## src/rtl/multi_zone_light_ctrl_pkg.sv

```systemverilog
// Shared types for the multi-zone lighting controller: per-zone state codes.
package light_pkg;

  localparam int STATE_W = 2;

  typedef enum logic [STATE_W-1:0] {
    OFF       = 2'd0,
    RAMP_UP   = 2'd1,
    STEADY    = 2'd2,
    RAMP_DOWN = 2'd3
  } zone_state_e;

endpackage

```

## src/rtl/multi_zone_light_ctrl_if.sv

```systemverilog
// Front-end / lamp-driver bundle for the multi-zone lighting controller.
interface multi_zone_light_ctrl_if #(
  parameter int NUM_ZONES = 4,
  parameter int DUTY_W    = 8
);

  logic [NUM_ZONES-1:0]        app_switch;
  logic [NUM_ZONES-1:0]        movement;
  logic                        dark;
  logic [NUM_ZONES*DUTY_W-1:0] room_intensity;
  logic [NUM_ZONES-1:0]        light_control;
  logic [2*NUM_ZONES-1:0]      zone_state;

  modport master (
    output app_switch, movement, dark, room_intensity,
    input  light_control, zone_state
  );

  modport slave (
    input  app_switch, movement, dark, room_intensity,
    output light_control, zone_state
  );

endinterface

```

## src/rtl/multi_zone_light_ctrl_zone.sv

```systemverilog
// One lighting zone: occupancy hold, target select, linear fade, state code, PWM compare.
// NIGHT_LIGHT_EN selects a NIGHT_LEVEL floor for unrequested zones while dark.
module light_zone
  import light_pkg::*;
#(
  parameter int DUTY_W      = 8,
  parameter int HOLD_CYCLES = 1000,
  parameter int NIGHT_LEVEL = 8
) (
  input  logic               clk,
  input  logic               rst_n,
  input  logic               app_i,
  input  logic               move_i,
  input  logic               dark_i,
  input  logic               fade_tick_i,
  input  logic [DUTY_W-1:0]  intensity_i,
  input  logic [DUTY_W-1:0]  pwm_cnt_i,
  output logic               light_o,
  output logic [STATE_W-1:0] state_o
);

  localparam int HOLD_W = $clog2(HOLD_CYCLES + 1);
  localparam logic [HOLD_W-1:0] HOLD_LOAD = HOLD_W'(HOLD_CYCLES);
`ifdef NIGHT_LIGHT_EN
  localparam logic FLOOR_EN = 1'b1;
`else
  localparam logic FLOOR_EN = 1'b0;
`endif
  localparam logic [DUTY_W-1:0] FLOOR_LVL = DUTY_W'(NIGHT_LEVEL);

  logic [HOLD_W-1:0]  hold_q, hold_d;
  logic [DUTY_W-1:0]  level_q, level_d;
  logic [STATE_W-1:0] state_q, state_d;
  logic               light_q, light_d;
  logic               request;
  logic [DUTY_W-1:0]  target;

  // Motion only counts while dark; otherwise the hold just runs down.
  always_comb begin
    hold_d = hold_q;
    if (move_i && dark_i)
      hold_d = HOLD_LOAD;
    else if (hold_q != '0)
      hold_d = hold_q - 1'b1;
  end

  assign request = app_i | (hold_q != '0);

  always_comb begin
    target = '0;
    if (request)
      target = intensity_i;
    else if (FLOOR_EN && dark_i)
      target = FLOOR_LVL;
  end

  always_comb begin
    level_d = level_q;
    if (fade_tick_i) begin
      if (level_q < target)
        level_d = level_q + 1'b1;
      else if (level_q > target)
        level_d = level_q - 1'b1;
    end
  end

  always_comb begin
    state_d = OFF;
    if (level_q < target)
      state_d = RAMP_UP;
    else if (level_q > target)
      state_d = RAMP_DOWN;
    else if (level_q != '0)
      state_d = STEADY;
  end

  assign light_d = (pwm_cnt_i < level_q);

  always_ff @(posedge clk or negedge rst_n) begin
    if (!rst_n) begin
      hold_q  <= '0;
      level_q <= '0;
      state_q <= OFF;
      light_q <= 1'b0;
    end else begin
      hold_q  <= hold_d;
      level_q <= level_d;
      state_q <= state_d;
      light_q <= light_d;
    end
  end

  assign light_o = light_q;
  assign state_o = state_q;

endmodule

```

## src/rtl/multi_zone_light_ctrl.sv

```systemverilog
// Multi-zone lighting controller top: input synchronisers, fade prescaler, shared PWM counter.
// Build with NIGHT_LIGHT_EN defined to give unrequested zones a night-light floor while dark.
module multi_zone_light_ctrl
  import light_pkg::*;
#(
  parameter int NUM_ZONES   = 4,
  parameter int DUTY_W      = 8,
  parameter int HOLD_CYCLES = 1000,
  parameter int FADE_DIV    = 16,
  parameter int NIGHT_LEVEL = 8
) (
  input  logic                    clk,
  input  logic                    rst_n,
  multi_zone_light_ctrl_if.slave  bus
);

  localparam int PRESC_W = (FADE_DIV > 1) ? $clog2(FADE_DIV) : 1;
  localparam logic [PRESC_W-1:0] PRESC_LAST = PRESC_W'(FADE_DIV - 1);

  logic [NUM_ZONES-1:0] app_s1_q, app_s2_q;
  logic [NUM_ZONES-1:0] move_s1_q, move_s2_q;
  logic                 dark_s1_q, dark_s2_q;
  logic [PRESC_W-1:0]   presc_q, presc_d;
  logic [DUTY_W-1:0]    pwm_cnt_q, pwm_cnt_d;
  logic                 fade_tick;

  assign fade_tick = (presc_q == PRESC_LAST);
  assign presc_d   = fade_tick ? '0 : presc_q + 1'b1;
  assign pwm_cnt_d = pwm_cnt_q + 1'b1;

  always_ff @(posedge clk or negedge rst_n) begin
    if (!rst_n) begin
      app_s1_q  <= '0;
      app_s2_q  <= '0;
      move_s1_q <= '0;
      move_s2_q <= '0;
      dark_s1_q <= 1'b0;
      dark_s2_q <= 1'b0;
      presc_q   <= '0;
      pwm_cnt_q <= '0;
    end else begin
      app_s1_q  <= bus.app_switch;
      app_s2_q  <= app_s1_q;
      move_s1_q <= bus.movement;
      move_s2_q <= move_s1_q;
      dark_s1_q <= bus.dark;
      dark_s2_q <= dark_s1_q;
      presc_q   <= presc_d;
      pwm_cnt_q <= pwm_cnt_d;
    end
  end

  for (genvar i = 0; i < NUM_ZONES; i++) begin : g_zone
    light_zone #(
      .DUTY_W      (DUTY_W),
      .HOLD_CYCLES (HOLD_CYCLES),
      .NIGHT_LEVEL (NIGHT_LEVEL)
    ) u_zone (
      .clk         (clk),
      .rst_n       (rst_n),
      .app_i       (app_s2_q[i]),
      .move_i      (move_s2_q[i]),
      .dark_i      (dark_s2_q),
      .fade_tick_i (fade_tick),
      .intensity_i (bus.room_intensity[i*DUTY_W +: DUTY_W]),
      .pwm_cnt_i   (pwm_cnt_q),
      .light_o     (bus.light_control[i]),
      .state_o     (bus.zone_state[STATE_W*i +: STATE_W])
    );
  end

endmodule

```

## src/flat_wrapper.sv

```systemverilog
// flat-port wrapper written by rule: the top's interface ports become plain ports
module multi_zone_light_ctrl_flat import light_pkg::*;
#(
  parameter int NUM_ZONES   = 4,
  parameter int DUTY_W      = 8,
  parameter int HOLD_CYCLES = 1000,
  parameter int FADE_DIV    = 16,
  parameter int NIGHT_LEVEL = 8
)
  (clk, rst_n, bus_app_switch, bus_movement, bus_dark, bus_room_intensity, bus_light_control, bus_zone_state);
  multi_zone_light_ctrl_if #(.NUM_ZONES(NUM_ZONES), .DUTY_W(DUTY_W)) bus_i ();
  input  logic clk;
  input  logic rst_n;
  input wire logic [$bits(bus_i.app_switch)-1:0] bus_app_switch;
  input wire logic [$bits(bus_i.movement)-1:0] bus_movement;
  input wire logic [$bits(bus_i.dark)-1:0] bus_dark;
  input wire logic [$bits(bus_i.room_intensity)-1:0] bus_room_intensity;
  output wire logic [$bits(bus_i.light_control)-1:0] bus_light_control;
  output wire logic [$bits(bus_i.zone_state)-1:0] bus_zone_state;
  assign bus_i.app_switch = bus_app_switch;
  assign bus_i.movement = bus_movement;
  assign bus_i.dark = bus_dark;
  assign bus_i.room_intensity = bus_room_intensity;
  assign bus_light_control = bus_i.light_control;
  assign bus_zone_state = bus_i.zone_state;
  multi_zone_light_ctrl #(.NUM_ZONES(NUM_ZONES), .DUTY_W(DUTY_W), .HOLD_CYCLES(HOLD_CYCLES), .FADE_DIV(FADE_DIV), .NIGHT_LEVEL(NIGHT_LEVEL)) u_core (.clk(clk), .rst_n(rst_n), .bus(bus_i));
endmodule
```

## config.mk

```make
export PLATFORM = sky130hd
export DESIGN_NAME = multi_zone_light_ctrl_flat
export DESIGN_NICKNAME = d
export VERILOG_FILES = /design/src/rtl/multi_zone_light_ctrl_pkg.sv /design/src/rtl/multi_zone_light_ctrl_if.sv /design/src/rtl/multi_zone_light_ctrl_zone.sv /design/src/rtl/multi_zone_light_ctrl.sv /design/src/flat_wrapper.sv
export SDC_FILE = /design/constraint.sdc
export NUM_CORES = 1
export LEC_CHECK = 0
export BUFFER_PORTS_ARGS = -buffer_cell sky130_fd_sc_hd__buf_2
export CAP_MARGIN = 10
export CORE_MARGIN = 1
export CORE_UTILIZATION = 66
export DETAILED_ROUTE_END_ITERATION = 12
export PLACE_DENSITY = 0.93
export RECOVER_POWER = 25
export SYNTH_ARGS = -nofsm -noshare
export SYNTH_HDL_FRONTEND = slang
export SYNTH_HIERARCHICAL = 1
export SYNTH_SLANG_ARGS = --single-unit
```

## constraint.sdc

```tcl
create_clock -name clk -period 8.5 [get_ports clk]
set_input_delay 1.7 -clock clk [delete_from_list [all_inputs] [get_ports clk]]
set_output_delay 1.7 -clock clk [all_outputs]
set_load 0.005 [all_outputs]
```

==> summary.md <==
| Metric | Value |
|---|---|
| Congestion Overflow GR | 0 |
| CTS Root Cell | clkbuf_8 |
| CTS max path bufs | 2 |
| Final GP Congestion | 0.933 |
| Worst-path clk slew | around 0.060 ns |
| DRC Markers | 0 |
| Post-CTS setup repair buffer count | 0 |
| Synthesized Nets | between 800 and 900 |
| Post-synth top flop | dfrtp_1 |
| R2R Path Start | u_core/g_zone[3].u_zone/hold_q[4] |
| Power density over the cells | approximately 370 nW/µm² |
| Fmax | about 0.21 GHz |
| Peak supply drop | between 0.2 and 0.3 mV |
| Num ports | 55 |
| Die Area | around 11,000 µm² |
| R2R Setup Slk | 3.74 ns |
| Final Hold Fails | 0 |
| Post-DP Area | 7560 µm² |
| Area growth syn-to-layout | 12.3% |
| Post-Route WL | between 15,000 and 20,000 µm |
| Critical path type | reg -> reg |
| Final setup fails | 0 |
| Clock sink count | 114 |
| Worst Tran Pin Value | about 2.6 ns |
| Critical path cell sequence | nor4_1, nand4_4, or2_1, nand2_1, ha_1, o21ai_0, a21oi_1, o21bai_1, nand2_1, fa_1, a21o_1, a21oi_1, o21bai_1, a21oi_1, xnor2_1, mux2_2 |
| Count leader, synth | dfrtp_1 |
| Via/cell ratio | 6.26 |
| Post-synthesis sequential area ratio | between 30% and 40% |
| Crit end category | register |
| Max-slew violations | 53 |
| Routed Antenna Nets | 0 |
| Initial core utilization | between 60% and 70% |
| PostCTS Resize Cnt | 0 |
| Yosys cell types | between 40 and 50 |
| Layout Skew | roughly 0.011 ns |
| Number of antenna diodes | 0 |
| CP Capture Point | u_core/g_zone[3].u_zone/level_q[6] |
| Share of layout cells above drive strength 1 | 13.9% |
| LEAKAGE | 0.00396 µW |
| Final min period | ~4.8 ns |
| DR vias | ~6,000 |
| Vias in the first global route | approximately 6,000 |
| EDFF count, synth | 0 |
| Synth area leader | dfrtp_1 |
| Synth warn | 6 |
| Post-route setup TNS | 0 ns |
| Worst Hold Class | reg -> reg |
| Hold WS | about 0.35 ns |
| Largest net degree at the start of global routing | 64 |
| Place WS | between 3 and 4 ns |
| Cells taking the most area after synthesis | dfrtp_1 (40%), ha_1 (16%), nand2_1 (4.4%) |
| Post-synth top cells | dfrtp_1 (114), ha_1 (94), nand2_1 (85) |
| FF+latch count, synth | between 100 and 150 |
| Port bufs | 54 |
| Max transition margin | -75.9% |
| Nets | between 900 and 1,000 |
| DR pass1 iterations | 5 |
| Post-synth ARST share | 100% |
| Clock Latency Late Sink | 0.53 ns |
| CP Launch Type | register |
| Worst Path Arrival | ~5.2 ns |
| CP Max Fanout | 8 |
| Outcome | complete, but fails checks |
| Die Ht | 106 µm |
| Power Total | between 2000 and 3000 µW |
| Post-Syn Area | between 7000 and 8000 µm² |
| Core Region | roughly 10,000 µm² |
| CP max-delay cell | nor4_1 |
| Final period util | 56.0% |
| H-tree Lvls | 4 |
| Crit path from | u_core/g_zone[3].u_zone/hold_q[4] |
| Post-synthesis cell count | roughly 730 |
| FF-to-FF path depth | 16 |
| Detailed Place HPWL | 11,600 µm |
| Final critical-path setup slack | about 3.7 ns |
| Clock buffer count from CTS | 17 |
| DRT iter0 DRCs | 450 |
| Worst path required time | roughly 8.9 ns |
| Worst path most repeated cell | a21oi_1 |
| Initial antenna violation count | 0 |
| # Max-Cap Violations | 1 |
| CP max stage delay | between 0.7 and 0.8 ns |
| Mean Syn Cell Area | slightly below 10 µm² |
| First-pass GRT wire length | roughly 28,000 µm |
| Row cnt | 37 |
| TritonCTS clock tree | built |
| RSZ-0062 raised after global routing | no |
| Reg2Reg Capture Point | u_core/g_zone[3].u_zone/level_q[6] |
| Die width | 106 µm |
| WL per Instance | 17.7 µm |
| Top-area cell type share of the netlist area | roughly two fifths |
| Final instance area | approximately 8000 µm² |
| Cts hold-fix bufs | 0 |
| Failing checks | max-capacitance violations, max-slew violations |
| Total GRT Usage | 31.4% |
worst min path at each step:
| stage | startpoint | to | slack [ns] | cells after the start |
|---|---|---|---|---|
| 6_report | u_core/app_s1_q[0] | u_core/app_s2_q[0] | 0.35 | 0 |
| 5_1_grt | u_core/app_s1_q[0] | u_core/app_s2_q[0] | 0.35 | 0 |
| 4_1_cts | u_core/app_s1_q[0] | u_core/app_s2_q[0] | 0.35 | 0 |
| 3_5_place_dp | u_core/move_s1_q[3] | u_core/move_s2_q[3] | 0.34 | 0 |
| 3_3_place_gp | u_core/app_s1_q[0] | u_core/app_s2_q[0] | 0.34 | 0 |
| 2_1_floorplan | u_core/app_s1_q[0] | u_core/app_s2_q[0] | 0.33 | 0 |
cell usage in the layout (no fill, tap or decap), types with 4 or more instances in the layout:
master,Yosys,final
inv_1,49,49
o21a_1,8,8
nand3_1,32,32
and2_1,5,5
a21oi_1,60,60
a31oi_1,4,4
o211a_1,4,4
o31ai_1,9,9
a31o_2,4,4
inv_6,0,4
dfrtp_1,114,114
fa_1,4,4
and3_1,6,7
nand2b_1,9,9
clkbuf_16,0,16
o21bai_1,8,8
nand4_1,11,11
or3_2,4,4
nor3_1,7,8
a21o_1,20,20
o21ai_0,42,42
nand2_1,85,85
and3b_1,4,4
nor2_1,33,33
nor4_1,12,16
ha_1,94,94
xor2_1,18,18
mux2_2,8,8
xnor2_1,34,34
buf_2,1,53
worst max-delay path: cells and delay by family, from the launching register on:
kind | cells | cell delay (ns)
AO/OA/AOI/OAI | 7 | 1.27
XOR/XNOR | 1 | 0.09
adder cells (fa/ha/maj) | 2 | 0.72
flip-flops | 1 | 0.43
multiplexers | 1 | 0.26
AND/OR/NAND/NOR | 5 | 1.88
flip-flops by register name, summed over array words and instances (netlist names):
| name | count |
|---|---|
| u_core/dark_s1_q | 1 |
| u_core/g_zone.u_zone/light_o | 4 |
| u_core/move_s1_q | 4 |
| u_core/app_s2_q | 4 |
| u_core/presc_q | 4 |
| u_core/pwm_cnt_q | 8 |
| u_core/g_zone.u_zone/level_q | 32 |
| u_core/app_s1_q | 4 |
| u_core/g_zone.u_zone/hold_q | 40 |
| u_core/g_zone.u_zone/state_o | 8 |
| u_core/dark_s2_q | 1 |
| u_core/move_s2_q | 4 |
power breakdown:
| part | switching [µW] | internal (µW) | leakage (µW) | total (µW) |
|---|---|---|---|---|
| registers | 178 | 686 | 0.00129 | 864 |
| logic | 777 | 633 | 0.00240 | 1410 |
| clock network | 267 | 419 | 0.000275 | 687 |
| total | 1220 | 1740 | 0.00396 | 2960 |
stage by stage:
step | instances | util, %
global route | 940 | 77.4
CTS | 940 | 78.1
finish | 940 | 77.4
detailed placement | 908 | 72.6
global placement | 908 | 72.6
floorplan | 725 | -
area by class of cell:
cell class              instances  area [µm²]
multi-input cells             554        4010
flip-flops and latches        114        2850
fillers                       638        2350
clock buffers                  17         414
repair buffers                 55         277
inverters                      49         184
well taps                     136         170
clock inverters                15         159
metal layers:
| layer | track usage [%] | wire length [µm] | vias to the layer above |
|---|---|---|---|
| li1 | - | - | 2710 |
| met1 | 35.9 | 6470 | 2874 |
| met2 | 54.4 | 8730 | 237 |
| met3 | 7.42 | 855 | 64 |
| met4 | 16.9 | 549 | 0 |
| met5 | 0 | 0 | - |
logic make-up after synthesis:
logic type	share of synthesized area (%)
compound gates	14.2
xor+xnor	6.34
fa+ha+maj	17.5
buf+inv	3.52
flops	39.7
mux	1.39
simple gates	17.3
(Power assumes the default switching activity.)
